`src/rtl/conv_output_stage.sv`:
```
// Convolution output stage: requantize accumulator results, tag them with output-map row/col,
// buffer them in a first-word fall-through FIFO and emit them on a valid/ready stream.
// Optional macro CONV_OUT_RELU_EN fuses a ReLU after saturation (negative samples become 0).
module conv_output_stage #(
  parameter int DATA_WIDTH  = 16,
  parameter int KERNEL_SIZE = 5,
  parameter int IMAGE_SIZE  = 28,
  parameter int ACC_WIDTH   = 32,
  parameter int FRAC_BITS   = 8,
  parameter int FIFO_DEPTH  = 8
) (
  input  logic                                              clk,
  input  logic                                              reset,
  input  logic                                              enable,
  input  logic [ACC_WIDTH-1:0]                              in_acc,
  output logic                                              out_valid,
  input  logic                                              out_ready,
  output logic [DATA_WIDTH-1:0]                             out_data,
  output logic [$clog2(IMAGE_SIZE-KERNEL_SIZE+1)-1:0]       out_row,
  output logic [$clog2(IMAGE_SIZE-KERNEL_SIZE+1)-1:0]       out_col,
  output logic                                              out_last,
  output logic                                              frame_done,
  output logic                                              overflow
);

  localparam int OUT_SIZE = IMAGE_SIZE - KERNEL_SIZE + 1;
  localparam int POS_W    = $clog2(OUT_SIZE);
  localparam int PTR_W    = $clog2(FIFO_DEPTH);

  localparam logic [POS_W-1:0] POS_MAX = POS_W'(OUT_SIZE - 1);
  localparam logic [PTR_W:0]   CNT_FULL = (PTR_W+1)'(FIFO_DEPTH);

  localparam logic signed [ACC_WIDTH-1:0] SAT_MAX =
    ACC_WIDTH'((64'sd1 <<< (DATA_WIDTH - 1)) - 64'sd1);
  localparam logic signed [ACC_WIDTH-1:0] SAT_MIN =
    ACC_WIDTH'(-(64'sd1 <<< (DATA_WIDTH - 1)));

  typedef struct packed {
    logic                  last;
    logic [POS_W-1:0]      row;
    logic [POS_W-1:0]      col;
    logic [DATA_WIDTH-1:0] data;
  } entry_t;

  // ------------------------------------------------------------------
  // Requantization: arithmetic shift, saturate, optional ReLU
  // ------------------------------------------------------------------
  logic signed [ACC_WIDTH-1:0] shifted;
  logic [DATA_WIDTH-1:0]       sat_data;

  // NOTE: every combinational output gets a default first so no path leaves it unassigned (no latch).
  always_comb begin
    shifted  = $signed(in_acc) >>> FRAC_BITS;
    sat_data = shifted[DATA_WIDTH-1:0];
    if (shifted > SAT_MAX) begin
      sat_data = {1'b0, {(DATA_WIDTH-1){1'b1}}};
    end else if (shifted < SAT_MIN) begin
      sat_data = {1'b1, {(DATA_WIDTH-1){1'b0}}};
    end
`ifdef CONV_OUT_RELU_EN
    if (sat_data[DATA_WIDTH-1]) begin
      sat_data = '0;
    end
`else
`endif
  end

  // ------------------------------------------------------------------
  // Position counters and stage-1 register
  // ------------------------------------------------------------------
  logic [POS_W-1:0] row_cnt;
  logic [POS_W-1:0] col_cnt;
  logic             s1_valid;
  entry_t           s1_entry;

  // NOTE: clocked state is updated with non-blocking assignments only, so every register
  // samples pre-edge values regardless of statement order.
  always_ff @(posedge clk) begin
    if (reset) begin
      row_cnt  <= '0;
      col_cnt  <= '0;
      s1_valid <= 1'b0;
      s1_entry <= '0;
    end else begin
      s1_valid <= enable;
      if (enable) begin
        s1_entry.data <= sat_data;
        s1_entry.row  <= row_cnt;
        s1_entry.col  <= col_cnt;
        s1_entry.last <= (row_cnt == POS_MAX) && (col_cnt == POS_MAX);
        // Counters advance even when the sample is later dropped, keeping tags aligned.
        if (col_cnt == POS_MAX) begin
          col_cnt <= '0;
          row_cnt <= (row_cnt == POS_MAX) ? '0 : row_cnt + POS_W'(1);
        end else begin
          col_cnt <= col_cnt + POS_W'(1);
        end
      end
    end
  end

  // ------------------------------------------------------------------
  // Output FIFO (first-word fall-through)
  // ------------------------------------------------------------------
  entry_t           mem [FIFO_DEPTH];
  logic [PTR_W-1:0] wr_ptr;
  logic [PTR_W-1:0] rd_ptr;
  logic [PTR_W:0]   count;
  logic             full;
  logic             pop;
  logic             push;
  logic             drop;
  entry_t           head;

  assign full  = (count == CNT_FULL);
  assign pop   = out_valid && out_ready;
  assign push  = s1_valid && (!full || pop);
  assign drop  = s1_valid && full && !pop;
  assign head  = mem[rd_ptr];

  // NOTE: the storage array has no reset; emptiness is tracked by count, and the
  // head is masked at the outputs while the FIFO is empty.
  always_ff @(posedge clk) begin
    if (push) begin
      mem[wr_ptr] <= s1_entry;
    end
  end

  always_ff @(posedge clk) begin
    if (reset) begin
      wr_ptr     <= '0;
      rd_ptr     <= '0;
      count      <= '0;
      overflow   <= 1'b0;
      frame_done <= 1'b0;
    end else begin
      if (push) begin
        wr_ptr <= wr_ptr + PTR_W'(1);
      end
      if (pop) begin
        rd_ptr <= rd_ptr + PTR_W'(1);
      end
      case ({push, pop})
        2'b10:   count <= count + (PTR_W+1)'(1);
        2'b01:   count <= count - (PTR_W+1)'(1);
        default: count <= count;
      endcase
      if (drop) begin
        overflow <= 1'b1;
      end
      frame_done <= pop && head.last;
    end
  end

  assign out_valid = (count != '0);
  assign out_data  = out_valid ? head.data : '0;
  assign out_row   = out_valid ? head.row  : '0;
  assign out_col   = out_valid ? head.col  : '0;
  assign out_last  = out_valid && head.last;

endmodule
```
`config.mk`:
```
export PLATFORM = sky130hd
export DESIGN_NAME = conv_output_stage
export DESIGN_NICKNAME = d
export VERILOG_FILES = /design/src/rtl/conv_output_stage.sv
export SDC_FILE = /design/constraint.sdc
export NUM_CORES = 1
export LEC_CHECK = 0
export ABC_CLOCK_PERIOD_IN_PS = 4700
export BUFFER_PORTS_ARGS = -buffer_cell sky130_fd_sc_hd__buf_2
export CAP_MARGIN = 20
export CORE_MARGIN = 3
export CORE_UTILIZATION = 50
export DETAILED_ROUTE_END_ITERATION = 16
export PLACE_DENSITY = 0.66
export REMOVE_ABC_BUFFERS = 1
export SLEW_MARGIN = 20
export SYNTH_ARGS = -nofsm -noshare
export SYNTH_HDL_FRONTEND = slang
export SYNTH_SLANG_ARGS = --single-unit
```
`constraint.sdc`:
```
create_clock -name clk -period 4.7 [get_ports clk]
set_clock_uncertainty 0.15 [all_clocks]
set_input_delay 0.705 -clock clk [delete_from_list [all_inputs] [get_ports clk]]
set_output_delay 0.705 -clock clk [all_outputs]
set_load 0.05 [all_outputs]
```
==> results.txt, run 1 <==
relative slew slack: 34.0%
max incr delay on CP: 0.86 ns
EDFF count, synth: 216
YS warnings: 0
Pins Over Slew Limit: 0
Via-to-Cell Ratio: 5.65
Root Driver: clkbuf_16
Slowest-stage cell, CP: dfxtp_4
max cap viols: 0
WP data required: 3.85 ns
HP Start: in_acc[11]
Hold-fix buffers, CTS: 0
port buffer count: 57
r2r setup slk: 1.87 ns
GPL Wtd Cong: 0.745
die extent in y: 150 um
WHS Path Cells: 3
LEAKAGE: 3.90 nW
final net count: 704
critical path class: register to primary output
drt pass-1 iters: 5
Synth Cell Area: 10400 um2
CTS tree: yes
share of cells above drive strength 1: 26.7%
sequential share of the synthesized area: 72.6%
Routed Antenna Nets: 0
clk_lat worst skew: 0.51 ns
Register Area: 7550 um2
clk slew on worst S/H paths: 0.06 ns
CP bufs+invs: 2
worst reg-to-reg path cell count: 5
Fmax: 275 MHz
Inst Count DP: 904
critical path arrival: 2.78 ns
Post-Route Setup TNS: 0 ns
Synth cell types: 39
Setup crit end kind: primary output
cts repair resizes: 0
Cell Chain, Critical Path: buf_4, mux4_2, mux2i_1, nor2_1, buf_2
die width: 150 um
status: complete, no violations
Hold Vio Cnt, Final: 0
power density cells: 484 nW/um2
Area Growth Syn to Fin: 13.9%
crit share post-route: 77.3%
Final setup viols: 0
drt wl/cell: 21.7 um
drt drc: 0
VDD IR-drop max: 0.349 mV
Syn Area/Cell: 17.6 um2
CTS buffer count: 27
Via Count: 5378
Setup Buffers After CTS: 0
dpl hpwl: 12000 um
Core Area: 20400 um2
R2R Path End: mem[6][18]
#FFs+latches synth: 269
worst-path fanout max: 39
delay-heaviest family, CP: flip-flops
vias in the first global route: 5544
post-layout min period: 3.63 ns
# IOs: 66
largest net degree at the start of global routing: 40
# rows: 52
DRT Wirelength: 20600 um
final non-filler cell total: 952
initial antenna violation count: 0
Slew @ Worst Pin: 0.989 ns
dominant synthesized flop cell: edfxtp_1
number of diodes: 0
Die Area: 22600 um2
Clock Path Buffers: 3
Post-synth ARST share: 0%
fillcell total: 1589
Hold/Removal Path Class: input pin to register
first-pass GRT wire length: 31500 um
hold endpoint: s1_entry[3]
Global Route Usage Sum: 18.7%
worst reg2reg path startpoint: count[1]
multi-input logic area: 2710 um2
RSZ-0062 raised after global routing: false
Setup crit start kind: register
H-tree levels: 1
Starting Density: 51.1%
Cells after Synth: 591
Iteration-0 DRC Markers: 299
remaining global-route overflow: 0
CTS sink count: 269
==> registers in the layout, indices dropped and copies added (netlist names), named ones only <==
signal      count
count           4
col_cnt         5
s1_entry       27
s1_valid        1
frame_done      1
mem           216
row_cnt         5
rd_ptr          3
wr_ptr          3
overflow        1
==> metal layers <==
| layer | part of all wire, % | wire length, um | up-vias | track usage (%) |
|---|---|---|---|---|
| met3 | 5.3 | 1090 | 41 | 3.01 |
| met1 | 42 | 8580 | 2755 | 25.1 |
| met2 | 51 | 10500 | 127 | 32.1 |
| met5 | 0 | 0 | - | 0 |
| met4 | 2.4 | 487 | 0 | 5.08 |
| li1 | - | - | 2455 | - |
==> Yosys cell counts, types with 2 or more instances <==
cell type / instances / area, um2
buf_6: 2 / 22.5
buf_2: 12 / 60.1
xor2_1: 7 / 61.3
nor2b_1: 5 / 31.3
nand3_1: 5 / 25.0
ha_1: 5 / 62.6
a21oi_1: 10 / 50.1
nand4_1: 5 / 31.3
inv_1: 2 / 7.51
a31oi_1: 4 / 25.0
clkbuf_1: 18 / 67.6
dfxtp_1: 53 / 1060
nor4_1: 3 / 18.8
nand2_1: 21 / 78.8
nand2b_1: 5 / 31.3
o21ai_1: 13 / 65.1
and4b_1: 2 / 20.0
xnor2_1: 3 / 26.3
edfxtp_1: 216 / 6490
nor2_1: 72 / 270
nor3_1: 9 / 45.0
mux4_2: 54 / 1220
o21ai_2: 2 / 17.5
and2_1: 2 / 12.5
mux2i_1: 42 / 420
o211ai_1: 6 / 45.0
==> final cells by class <==
cell class,count,area share (%)
Tap cell,270,2.85
Clock buffer,34,5.93
Inverter,3,0.0951
Multi-Input combinational cell,286,22.9
Sequential cell,269,63.8
Timing Repair Buffer,76,3.72
Clock inverter,14,0.729
==> kinds of logic (layout without fill, tap and decap cells) <==
group,after synthesis,count (layout),share of synthesized area (%)
buf+inv,36,127,1.62
xor+xnor,10,10,0.842
simple gates,135,135,6.00
compound gates,39,39,2.49
mux,97,97,15.8
fa+ha+maj,5,5,0.602
flops,269,269,72.6
==> layout by cell type (no fill, tap or decap), drive strengths merged, types with 13 or more instances in the layout <==
cell | synthesis | final
edfxtp | 216 | 216
mux4 | 54 | 54
clkinv | 0 | 13
buf | 15 | 76
mux2i | 42 | 42
clkbuf | 18 | 34
dfxtp | 53 | 53
nand2 | 21 | 21
o21ai | 15 | 15
nor2 | 72 | 72
==> worst min-delay path, cell delays in order <==
cell and delay (ns):
buf_2 0.07, nor2_1 0.03, o21ai_1 0.09
==> where the power goes <==
group / internal (W) / switching, W
logic: 0.000386 / 0.000685
registers: 0.00261 / 0.000131
clock network: 0.00110 / 0.000820
total: 0.00410 / 0.00164
==> worst max-delay path by stage <==
stage / from / cells after the start / to / slack, ns
final: register / 5 / out_data[11] / 1.07
after floorplan: register / 3 / out_last / 0.25
after detailed placement: register / 5 / out_data[11] / 1.52
after global routing: register / 5 / out_data[11] / 0.83
after global placement: register / 5 / out_data[8] / 1.54
after CTS: register / 5 / out_data[11] / 0.95
==> per-stage QoR <==
stage	util (%)	cell area [um2]	worst slack [ns]	total power [W]	hold WS, ns
3_5_place_dp	54.3	11000	1.52	0.00388	0.311
6_report	58.1	11800	1.07	0.00573	0.273
5_1_grt	58.1	11800	0.827	0.00594	0.274
2_1_floorplan	-	10200	0.253	0.00358	0.297
4_1_cts	58.1	11800	0.953	0.00580	0.261
3_3_place_gp	54.3	11000	1.54	0.00386	0.300
No activity file was read; power rests on OpenSTA's default activity.
==> inputs of run 2 (changes only) <==
Settings changed: ABC_CLOCK_PERIOD_IN_PS 4700 to 3600.
Clock period 4.7 ns to 3.6 ns, I/O delays scaled along.
==> run 2 against run 1 <==
Critical path depth unchanged. Combinational power up 36%. Global-route usage down 0.18 points. Cell count up 0.95%. Worst hold slack worse by 0.16 ns. Design area up 1.3%. Critical endpoint is now out_data[7]. Clock power up 41%. Flip-flop and latch count unchanged. Die area unchanged. Critical path type unchanged. Total power up 34%. Core utilization up 0.74 points. Worst setup slack worse by 0.65 ns.
==> results.txt, run 2 (synthesis results as in run 1) <==
Via Count: 5357 (was 5378)
crit share post-route: 88.6%
max FFs per register: 216 (unchanged)
Clock Path Buffers: 3 (unchanged)
drt drc: 0 (unchanged)
pre-CTS WS: 0.869 ns (was 1.52 ns)
Hold/Removal Path Class: input pin to register (unchanged)
share of cells above drive strength 1: 27.8% (was 26.7%)
# rows: 52 (unchanged)
final hold slack: 0.116 ns (was 0.273 ns)
Net Sw Frac: 27.8% (was 28.5%)
number of diodes: 0 (unchanged)
RSZ-0062 raised after global routing: false (unchanged)
Setup Buffers After CTS: 0 (unchanged)
largest net degree at the start of global routing: 45 (was 40)
Setup crit start kind: register (unchanged)
delay-heaviest family, CP: multiplexers (was flip-flops)
Setup crit end kind: primary output (unchanged)
sw power: 0.00214 W (was 0.00164 W)
first-pass GRT wire length: 31500 um (about the same)
Fmax: 314 MHz
CTS buffer count: 27 (unchanged)
clk_lat worst skew: 0.51 ns (about the same)
Cell Chain, Critical Path: buf_4, mux4_2, mux2i_1, nor2_1, buf_2 (unchanged)
part of the power in registers: 45.9% (was 47.8%)
Core Area: 20400 um2 (unchanged)
Iteration-0 DRC Markers: 336 (was 299)
H-tree levels: 1 (unchanged)
Comb power frac: 19.0% (was 18.7%)
DRT Wirelength: 20400 um (was 20600 um)
VDD IR-drop max: 0.388 mV (was 0.349 mV)
die extent in y: 150 um (unchanged)
worst-path fanout max: 22 (was 39)
Routed Antenna Nets: 0 (unchanged)
final net count: 712 (was 704)
CP bufs+invs: 2 (unchanged)
port buffer count: 57 (unchanged)
post-layout min period: 3.19 ns
max incr delay on CP: 0.66 ns (was 0.86 ns)
GPL Wtd Cong: 0.774 (was 0.745)
status: complete, no violations (unchanged)
most frequent cells in the layout: 216 x edfxtp_1, 66 x nor2_1, 57 x buf_2, 54 x mux4_2, 50 x dfxtp_1 (was 216 x edfxtp_1, 65 x nor2_1, 57 x buf_2, 54 x mux4_2, 50 x dfxtp_1)
# IOs: 66 (unchanged)
power density cells: 642 nW/um2 (was 484 nW/um2)
commonest non-fill, non-tap cell in the layout: edfxtp_1 (unchanged)
worst setup margin: 0.412 ns (was 1.07 ns)
Root Driver: clkbuf_16 (unchanged)
Via-to-Cell Ratio: 5.57 (was 5.65)
initial antenna violation count: 0 (unchanged)
clock power share: 35.1% (was 33.5%)
vias in the first global route: 5537 (was 5544)
Slowest-stage cell, CP: dfxtp_4 (unchanged)
Hold Vio Cnt, Final: 0 (unchanged)
Area Growth Syn to Fin: 15.3% (was 13.9%)
Hold-fix buffers, CTS: 0 (unchanged)
Final setup viols: 0 (unchanged)
die width: 150 um (unchanged)
Final Util: 58.9% (was 58.1%)
WP data required: 2.91 ns (was 3.85 ns)
Post-Route Setup TNS: 0 ns (unchanged)
Pins Over Slew Limit: 0 (unchanged)
Int Pwr: 0.00556 W (was 0.00410 W)
Inst Count DP: 912 (was 904)
Die Area: 22600 um2 (unchanged)
clk slew on worst S/H paths: 0.06 ns (about the same)
Global Route Usage Sum: 18.5% (was 18.7%)
drt wl/cell: 21.2 um (was 21.7 um)
CTS tree: yes (unchanged)
critical path arrival: 2.50 ns (was 2.78 ns)
top flop regs: mem: 216 flops, s1_entry: 27 flops (unchanged)
remaining global-route overflow: 0 (unchanged)
Largest Register: mem (unchanged)
cts repair resizes: 0 (unchanged)
dpl hpwl: 12500 um (was 12000 um)
max cap viols: 0 (unchanged)
critical path class: register to primary output (unchanged)
final non-filler cell total: 961 (was 952)
relative slew slack: 52.2% (was 34.0%)
Slew @ Worst Pin: 0.717 ns (was 0.989 ns)
CTS sink count: 269 (unchanged)
LEAKAGE: 3.98 nW (was 3.90 nW)
drt pass-1 iters: 5 (unchanged)
Starting Density: 51.1% (unchanged)
==> run 2: cell count changes in the layout (fill, tap and decap cells not counted), sizes merged <==
cell      previous run  this run
buf                 76        84
clkinv              13         5
clkbuf              34        40
bufinv               1         3
clkinvlp             0         1
==> run 2: final timing paths <==
kind / startpoint / slack [ns] / cells after the start / to
max: register / 0.41 / 5 / out_data[7]
min: in_acc[11] / 0.12 / 3 / s1_entry[3]
min reg2reg: overflow / 0.32 / 2 / overflow
max reg2reg: count[1] / 1.07 / 4 / mem[3][16]
==> run 2: power groups by stage <==
| stage | logic [W] | clock network [W] | registers, W |
|---|---|---|---|
| after CTS | 0.00150 | 0.00276 | 0.00354 |
| final | 0.00146 | 0.00270 | 0.00354 |
| after detailed placement | 0.00149 | 0 | 0.00361 |
| after floorplan | 0.00104 | 0 | 0.00364 |
| after global placement | 0.00147 | 0 | 0.00360 |
| after global routing | 0.00156 | 0.00288 | 0.00356 |
==> run 2: worst min-delay path, cell delays in order <==
cell,delay (ns)
buf_2,0.07
nor2_1,0.03
o21ai_1,0.10
==> run 2: metal layers <==
layer  wire, um  part of all wire, %  up-vias  global-route usage, %
met2      10300                   50      151                   31.5
met3       1070                  5.3       36                   2.71
met4        458                  2.2        0                   4.57
met5          0                    0        -                      0
met1       8570                   42     2709                   25.5
li1           -                    -     2461                      -
==> run 2: final cells by class <==
| class | instances | area (um2) |
|---|---|---|
| Timing Repair Buffer | 84 | 526 |
| Multi-Input combinational cell | 286 | 2710 |
| Fill cell | 1570 | 8370 |
| Tap cell | 270 | 338 |
| Clock buffer | 40 | 734 |
| Clock inverter | 9 | 123 |
| Inverter | 3 | 11.3 |
| Sequential cell | 269 | 7550 |
==> run 2: metrics by stage <==
step / instance area (um2) / total power [W]
final: 12000 / 0.00770
after global routing: 12000 / 0.00800
after detailed placement: 11100 / 0.00510
after floorplan: 10200 / 0.00468
after global placement: 11100 / 0.00507
after CTS: 12000 / 0.00780
